<file path="config.mk">
export PLATFORM = sky130hd
export DESIGN_NAME = l2_sram_port_ctrl
export DESIGN_NICKNAME = d
export VERILOG_FILES = /design/src/rtl/l2_sram_pkg.sv /design/src/rtl/l2_sram_port_ctrl.sv
export SDC_FILE = /design/constraint.sdc
export NUM_CORES = 1
export LEC_CHECK = 0
export CAP_MARGIN = 20
export CELL_PAD_IN_SITES_DETAIL_PLACEMENT = 0
export CELL_PAD_IN_SITES_GLOBAL_PLACEMENT = 2
export CORE_AREA = 2 2 94 96
export CTS_CLUSTER_DIAMETER = 150
export DETAILED_ROUTE_END_ITERATION = 7
export DIE_AREA = 0 0 96 98
export PLACE_DENSITY = 0.76
export SLEW_MARGIN = 15
export SYNTH_ARGS = -nofsm -noshare
export SYNTH_HDL_FRONTEND = slang
export SYNTH_SLANG_ARGS = --single-unit
</file>
<file path="constraint.sdc">
create_clock -name clk -period 2.4 [get_ports clk]
set_input_delay 0.72 -clock clk [delete_from_list [all_inputs] [get_ports clk]]
set_output_delay 0.72 -clock clk [all_outputs]
set_load 0.02 [all_outputs]
</file>
<file path="src/rtl/l2_sram_pkg.sv">
// Shared types and default widths for the L2 SRAM port controller.
// Provides the FSM state enum and the request bundle layout.
package l2_sram_pkg;

   localparam int L2_DATA_WIDTH = 19;
   localparam int L2_ADDR_WIDTH = 7;

   typedef enum logic {
      ST_INIT  = 1'b0,
      ST_READY = 1'b1
   } state_e;

   typedef struct packed {
      logic [L2_ADDR_WIDTH-1:0] addr;
      logic [L2_DATA_WIDTH-1:0] data;
   } req_t;

endpackage

</file>
<file path="src/rtl/l2_sram_port_ctrl.sv">
// Front-end for an L2 0rw1r1w SRAM macro: zero-init sweep after reset,
// valid/ready write and read channels, registered read response.
// Ports: clk, rst (async, active-high); wr_valid/wr_ready/wr_addr/wr_data;
//   rd_valid/rd_ready/rd_addr; rd_rsp_valid/rd_rsp_data; init_done;
//   sram_csb0/sram_addr0/sram_din0 (write port); sram_csb1/sram_addr1/
//   sram_dout1 (read port).
// Build option: define L2_SRAM_CTRL_BYPASS_EN to serve same-address
//   read/write collisions from a write-first bypass register instead of
//   stalling the read channel.
module l2_sram_port_ctrl
   import l2_sram_pkg::*;
#(
   parameter int DATA_WIDTH = L2_DATA_WIDTH,
   parameter int ADDR_WIDTH = L2_ADDR_WIDTH,
   parameter int DEPTH = 1 << ADDR_WIDTH,
   parameter logic [DATA_WIDTH-1:0] INIT_VALUE = '0
) (
   input  logic                  clk,
   input  logic                  rst,
   input  logic                  wr_valid,
   output logic                  wr_ready,
   input  logic [ADDR_WIDTH-1:0] wr_addr,
   input  logic [DATA_WIDTH-1:0] wr_data,
   input  logic                  rd_valid,
   output logic                  rd_ready,
   input  logic [ADDR_WIDTH-1:0] rd_addr,
   output logic                  rd_rsp_valid,
   output logic [DATA_WIDTH-1:0] rd_rsp_data,
   output logic                  init_done,
   output logic                  sram_csb0,
   output logic [ADDR_WIDTH-1:0] sram_addr0,
   output logic [DATA_WIDTH-1:0] sram_din0,
   output logic                  sram_csb1,
   output logic [ADDR_WIDTH-1:0] sram_addr1,
   input  logic [DATA_WIDTH-1:0] sram_dout1
);

   localparam logic [ADDR_WIDTH-1:0] LAST_ADDR = ADDR_WIDTH'(DEPTH - 1);

   state_e                state_q, state_d;
   logic [ADDR_WIDTH-1:0] cnt_q, cnt_d;
   logic                  init_done_q, init_done_d;
   logic                  rd_pend_q, rd_pend_d;
   logic                  rsp_valid_q, rsp_valid_d;
   logic [DATA_WIDTH-1:0] rsp_data_q, rsp_data_d;

   logic rdy_st;
   logic addr_eq;
   logic rd_rdy;
   logic wr_fire;
   logic rd_fire;
   logic byp_hit;

   assign rdy_st  = (state_q == ST_READY);
   assign addr_eq = (rd_addr == wr_addr);
   assign wr_fire = wr_valid && rdy_st;

`ifdef L2_SRAM_CTRL_BYPASS_EN
   logic                  byp_q, byp_d;
   logic [DATA_WIDTH-1:0] byp_data_q, byp_data_d;

   assign rd_rdy  = rdy_st;
   assign rd_fire = rd_valid && rd_rdy;
   assign byp_hit = wr_fire && rd_fire && addr_eq;

   always_comb begin
      byp_d      = byp_hit;
      byp_data_d = byp_data_q;
      if (byp_hit) begin
         byp_data_d = wr_data;
      end
   end

   always_ff @(posedge clk or posedge rst) begin
      if (rst) begin
         byp_q      <= 1'b0;
         byp_data_q <= '0;
      end else begin
         byp_q      <= byp_d;
         byp_data_q <= byp_data_d;
      end
   end
`else
   // Hold the read back while a same-address write goes in; it is then
   // accepted on a later cycle and sees the new data.
   assign rd_rdy  = rdy_st && !(wr_valid && rd_valid && addr_eq);
   assign rd_fire = rd_valid && rd_rdy;
   assign byp_hit = 1'b0;
`endif

   // State register
   always_ff @(posedge clk or posedge rst) begin
      if (rst) begin
         state_q     <= ST_INIT;
         cnt_q       <= '0;
         init_done_q <= 1'b0;
         rd_pend_q   <= 1'b0;
         rsp_valid_q <= 1'b0;
         rsp_data_q  <= '0;
      end else begin
         state_q     <= state_d;
         cnt_q       <= cnt_d;
         init_done_q <= init_done_d;
         rd_pend_q   <= rd_pend_d;
         rsp_valid_q <= rsp_valid_d;
         rsp_data_q  <= rsp_data_d;
      end
   end

   // Next-state and datapath
   always_comb begin
      state_d     = state_q;
      cnt_d       = cnt_q;
      init_done_d = init_done_q | rdy_st;
      rd_pend_d   = rd_fire;
      rsp_valid_d = rd_pend_q;
      rsp_data_d  = rsp_data_q;
      unique case (state_q)
         ST_INIT: begin
            cnt_d = cnt_q + 1'b1;
            if (cnt_q == LAST_ADDR) begin
               state_d = ST_READY;
            end
         end
         ST_READY: begin
            cnt_d = '0;
         end
         default: state_d = ST_INIT;
      endcase
      if (rd_pend_q) begin
`ifdef L2_SRAM_CTRL_BYPASS_EN
         rsp_data_d = byp_q ? byp_data_q : sram_dout1;
`else
         rsp_data_d = sram_dout1;
`endif
      end
   end

   // Outputs
   always_comb begin
      wr_ready   = 1'b0;
      rd_ready   = 1'b0;
      sram_csb0  = 1'b1;
      sram_addr0 = wr_addr;
      sram_din0  = wr_data;
      sram_csb1  = 1'b1;
      sram_addr1 = rd_addr;
      if (!rst) begin
         if (state_q == ST_INIT) begin
            sram_csb0  = 1'b0;
            sram_addr0 = cnt_q;
            sram_din0  = INIT_VALUE;
         end else begin
            wr_ready  = 1'b1;
            rd_ready  = rd_rdy;
            sram_csb0 = !wr_fire;
            sram_csb1 = !rd_fire || byp_hit;
         end
      end
   end

   assign init_done    = init_done_q;
   assign rd_rsp_valid = rsp_valid_q;
   assign rd_rsp_data  = rsp_data_q;

endmodule
</file>
==> After elaboration in Yosys (flattened, before gate mapping) <==
Cells that the tools add are included.
{ "totals": {"elab_cells": 34, "reg_bits": 30, "out_inout_bits": 58, "inputBits": 56} }
{ "classes": {"n_mux": 15, "n_addsub": 1, "bitwise": 2, "reduce_logical": 8, "eq_ne": 2} }
{ "op_table": {"columns": ["cell", "n"], "rows": [
  ["$mux 19", 2],
  ["$mux 7", 2],
  ["$pmux 7 s2", 1],
  ["$mux 1", 10],
  ["$add 7x1->7 const B", 1],
  ["$eq 7x7->1", 1],
  ["$eq 7x7->1 const B", 1],
  ["$logic_and 1x1->1", 5],
  ["$logic_not 1->1", 3],
  ["$not 1->1", 1],
  ["$or 1x1->1", 1]
]} }

==> Longest topological paths before layout <==
{ "depth": {"ltp_word": 8, "ltp_mapped": 4} }

==> Worst setup path after synthesis <==
No wires, ideal clock.
{ "synth_timing": {"path_kind": "input to output", "start": "in rst", "end": "out sram_csb0", "required_time_ns": 1.680, "path_slack_ns": -0.169, "t_arrival_ns": 1.849, "n_path_buf": 0, "stages": 2, "path_cell_list": "inv_1 -> o21ai_0"} }
{ "synth_via": {"elab_chain_cells": 1} }
{ "synth_rtl": {"columns": ["element", "line", "source"], "rows": [
  ["start, declared", "l2_sram_port_ctrl.sv:19", "input logic rst,"],
  ["$mux 1", "l2_sram_port_ctrl.sv:148", "if (!rst) begin"],
  ["end, declared", "l2_sram_port_ctrl.sv:30", "output logic sram_csb0,"]
]} }
No other way between the ends.

==> Final worst setup path <==
{ "layout_timing": {"start": "in rd_addr[0]", "end": "out sram_csb1"} }
{ "layout_via": {"elab_chain_cells": 8} }
{ "layout_rtl": {"columns": ["element", "line", "source"], "rows": [
  ["start, declared", "l2_sram_port_ctrl.sv:26", "input logic [ADDR_WIDTH-1:0] rd_addr,"],
  ["$eq 7x7->1", "l2_sram_port_ctrl.sv:55", "assign addr_eq = (rd_addr == wr_addr);"],
  ["$logic_and 1x1->1", "l2_sram_port_ctrl.sv:86", "assign rd_rdy = rdy_st && !(wr_valid && rd_valid && addr_eq);"],
  ["$logic_not 1->1", "l2_sram_port_ctrl.sv:86", null],
  ["$logic_and 1x1->1", "l2_sram_port_ctrl.sv:86", null],
  ["$logic_and 1x1->1", "l2_sram_port_ctrl.sv:87", "assign rd_fire = rd_valid && rd_rdy;"],
  ["$logic_not 1->1", "l2_sram_port_ctrl.sv:157", "sram_csb1 = !rd_fire || byp_hit;"],
  ["$mux 1", "l2_sram_port_ctrl.sv:149", "if (state_q == ST_INIT) begin"],
  ["$mux 1", "l2_sram_port_ctrl.sv:148", null],
  ["end, declared", "l2_sram_port_ctrl.sv:33", "output logic sram_csb1,"]
]} }
No other way between the ends.

==> impl_results.md <==
* Setup slack after layout at -0.0243 ns
* Worst R2R End: cnt_q[6]
* Max-Cap Viols at 0
* Drt total wl at 4640 um
* Hold Path Sink: init_done
* Critical path type: primary input to output pin
* Final nets at 309
* FILL cells at 878
* Fin Setup TNS at -0.0243 ns
* Number of synthesized flops with an enable pin at 0
* Failing checks: setup timing
* DRC viols at 0
* First-pass GRT wire length at 7450 um
* Async S/R FF share, synth at 100%
* Clock Latency Late Sink at 0.27 ns
* Worst Path Required at 1.68 ns
* Worst R2R Start: cnt_q[0]
* Leading area contributor after synthesis: dfrtp_1
* Per-cell routed wire length at 12.9 um
* Number of global-route vias before repair at 1409
* Vias per cell at 3.74
* Mean Syn Cell Area at 12.0 um2
* Synthesized flop and latch total at 30
* Die area at 0.00941 mm2
* RSZ-0062 raised after global routing: true
* Pwr per Cell Area at 430 mW/mm2
* Syn_nets at 185
* CTS tree: built
* Final estimated routing congestion in global placement at 0.718
* Total GRT Usage at 10.2%
* Share of cells above drive strength 1 at 43.4%
* Final Max Tran Viols at 0
* Worst reg2reg path depth at 4
* Min Tclk post-route at 2.42 ns
* Arr. time, crit path at 1.70 ns
* H-tree depth at 2
* R2R Setup Slk at 1.08 ns
* Final-report hold violation count at 0
* Synth area leaders: dfrtp_1 (49%), mux2_2 (19%), nor2b_1 (8.1%), xor2_1 (5.1%), buf_4 (4.4%)
* Ant. Diodes at 0
* Setup violators final at 1
* Pleak at 1.30 nW
* Crit end category: output pin
* Num CTS Buffers at 5
* Die height at 98 um
* Mapped Area at 0.00154 mm2
* Least-Margin Pin Slew at 0.387 ns
* DRT iter0 DRCs at 15
* Worst min-delay path class: register to register
* Vias at 1343
* Slew Limit Headroom at 74.2%
* Max IR drop VDD at 0.000163 V
* # IOs at 114
* Port bufs at 113
* HPWL Detailed at 3610 um
* Clk_skew at 0.00441 ns
* Std-Cell Rows at 34
* Die width at 96 um
* Post-synth top flop: dfrtp_1
* Cells after Synth at 128
* Overflow left after global routing at 0
* Hold slack at 0.485 ns
* Area grow syn2layout at 89.6%
* CTS Buffer Depth at 2
* Clock transition at path regs at 0.06 ns
* Hold_sp: init_done
* Root Buffer: clkbuf_8
* DRT Pass-1 Iters at 4
* Initial Utilization at 18.2%
* Post-DRT Antenna Nets at 0
* Antenna violations before repair at 0
* Sequential cell area fraction in the yosys report at 48.7%
* Synth cell types at 24
* Fmax at 0.412 GHz
* Top cell type's share of synthesized area at 48.7%
* Crit start category: primary input
* Core footprint at 0.00847 mm2
* Outcome: complete, but fails checks
* Largest net degree at the start of global routing at 31
* Worst-path maximum fanout at 3
* Synth warn at 0
* Tcrit/Tclk final at 101%
* CTS sink cnt at 30
* Hold path depth at 1
-- metal layers --
metal	track usage, %	vias to the layer above	wire (um)
li1	-	664	-
met1	13.9	648	2100
met2	16.2	29	2350
met3	2.62	2	175
met4	1.98	0	12
met5	0	-	0
-- kinds of logic after synthesis --
kind of cell    after synthesis  synth area share (%)
xor+xnor                     10                  5.68
buf+inv                      16                  6.74
compound gates                9                  3.82
flops                        30                  48.7
mux                          26                  19.0
simple gates                 36                  15.3
fa+ha+maj                     1                 0.812
-- stage by stage --
stage	power [mW]	utilization [%]	cells	worst slack (ns)	area [um2]
4_1_cts	1.27	33.9	359	-0.0690	2870
3_5_place_dp	0.872	33.2	349	-0.891	2810
2_1_floorplan	0.672	-	128	0.0770	1550
3_3_place_gp	0.871	33.2	349	-0.879	2810
6_report	1.26	34.5	359	-0.0243	2920
5_1_grt	1.33	34.5	359	-0.0683	2920
-- cell type report --
| type | count | area (um2) | share of cell area, % |
|---|---|---|---|
| clock buffers | 6 | 82.6 | 2.83 |
| inverters | 4 | 18.8 | 0.642 |
| multi-input cells | 83 | 803 | 27.5 |
| flip-flops and latches | 30 | 752 | 25.7 |
| well taps | 108 | 135 | 4.62 |
| repair buffers | 128 | 1130 | 38.7 |
-- sequential cells by signal (all words and copies together), names as in the netlist --
signal,count
rd_rsp_data,19
init_done,1
rd_pend_q,1
rd_rsp_valid,1
cnt_q,7
rdy_st,1
-- repair_timing --
action,4_1_cts,5_1_grt
gates resized for setup,211,20
hold buffers,0,0
endpoints found under the setup margin,37,3
pin swaps,14,9
setup buffers,4,0
cloned,1,0
-- how the worst max path moves through the flow --
stage / from / to / slack, ns
4_1_cts: rd_addr[0] / sram_csb1 / -0.07
3_3_place_gp: rd_addr[5] / sram_csb1 / -0.88
5_1_grt: rd_addr[6] / sram_csb1 / -0.07
3_5_place_dp: rd_addr[0] / sram_csb1 / -0.89
6_report: rd_addr[0] / sram_csb1 / -0.02
2_1_floorplan: rst / rd_ready / 0.08
-- Yosys cell counts, types with 2 or more instances --
cell type,number
buf_4,9
nand3_1,2
xor2_1,9
inv_1,4
nand2_1,2
mux2_2,26
buf_2,2
nor2_1,5
nor2b_1,20
dfrtp_1,30
or3_1,2
o21ai_0,3
a21oi_1,2
nor4_2,2
-- worst max-delay path, cell delays in order --
cell      delay, ns
buf_6          0.10
xor2_2         0.17
nor4_2         0.06
buf_4          0.15
a2111o_1       0.37
buf_6          0.14
-- power breakdown --
group	switching (mW)	total, mW	internal (mW)
clock network	0.173	0.393	0.221
registers	0.00759	0.530	0.522
logic	0.146	0.333	0.188
total	0.326	1.26	0.931
-- cell usage in the layout (no fill, tap or decap), drive strengths merged, types with 3 or more instances in the layout --
cell,instances
clkbuf,10
xor2,9
nor2b,20
nor2,7
nand3,3
buf,56
inv,3
dfrtp,30
o21ai,3
mux2,26
clkdlybuf4s50,66
(Power assumes the default switching activity.)
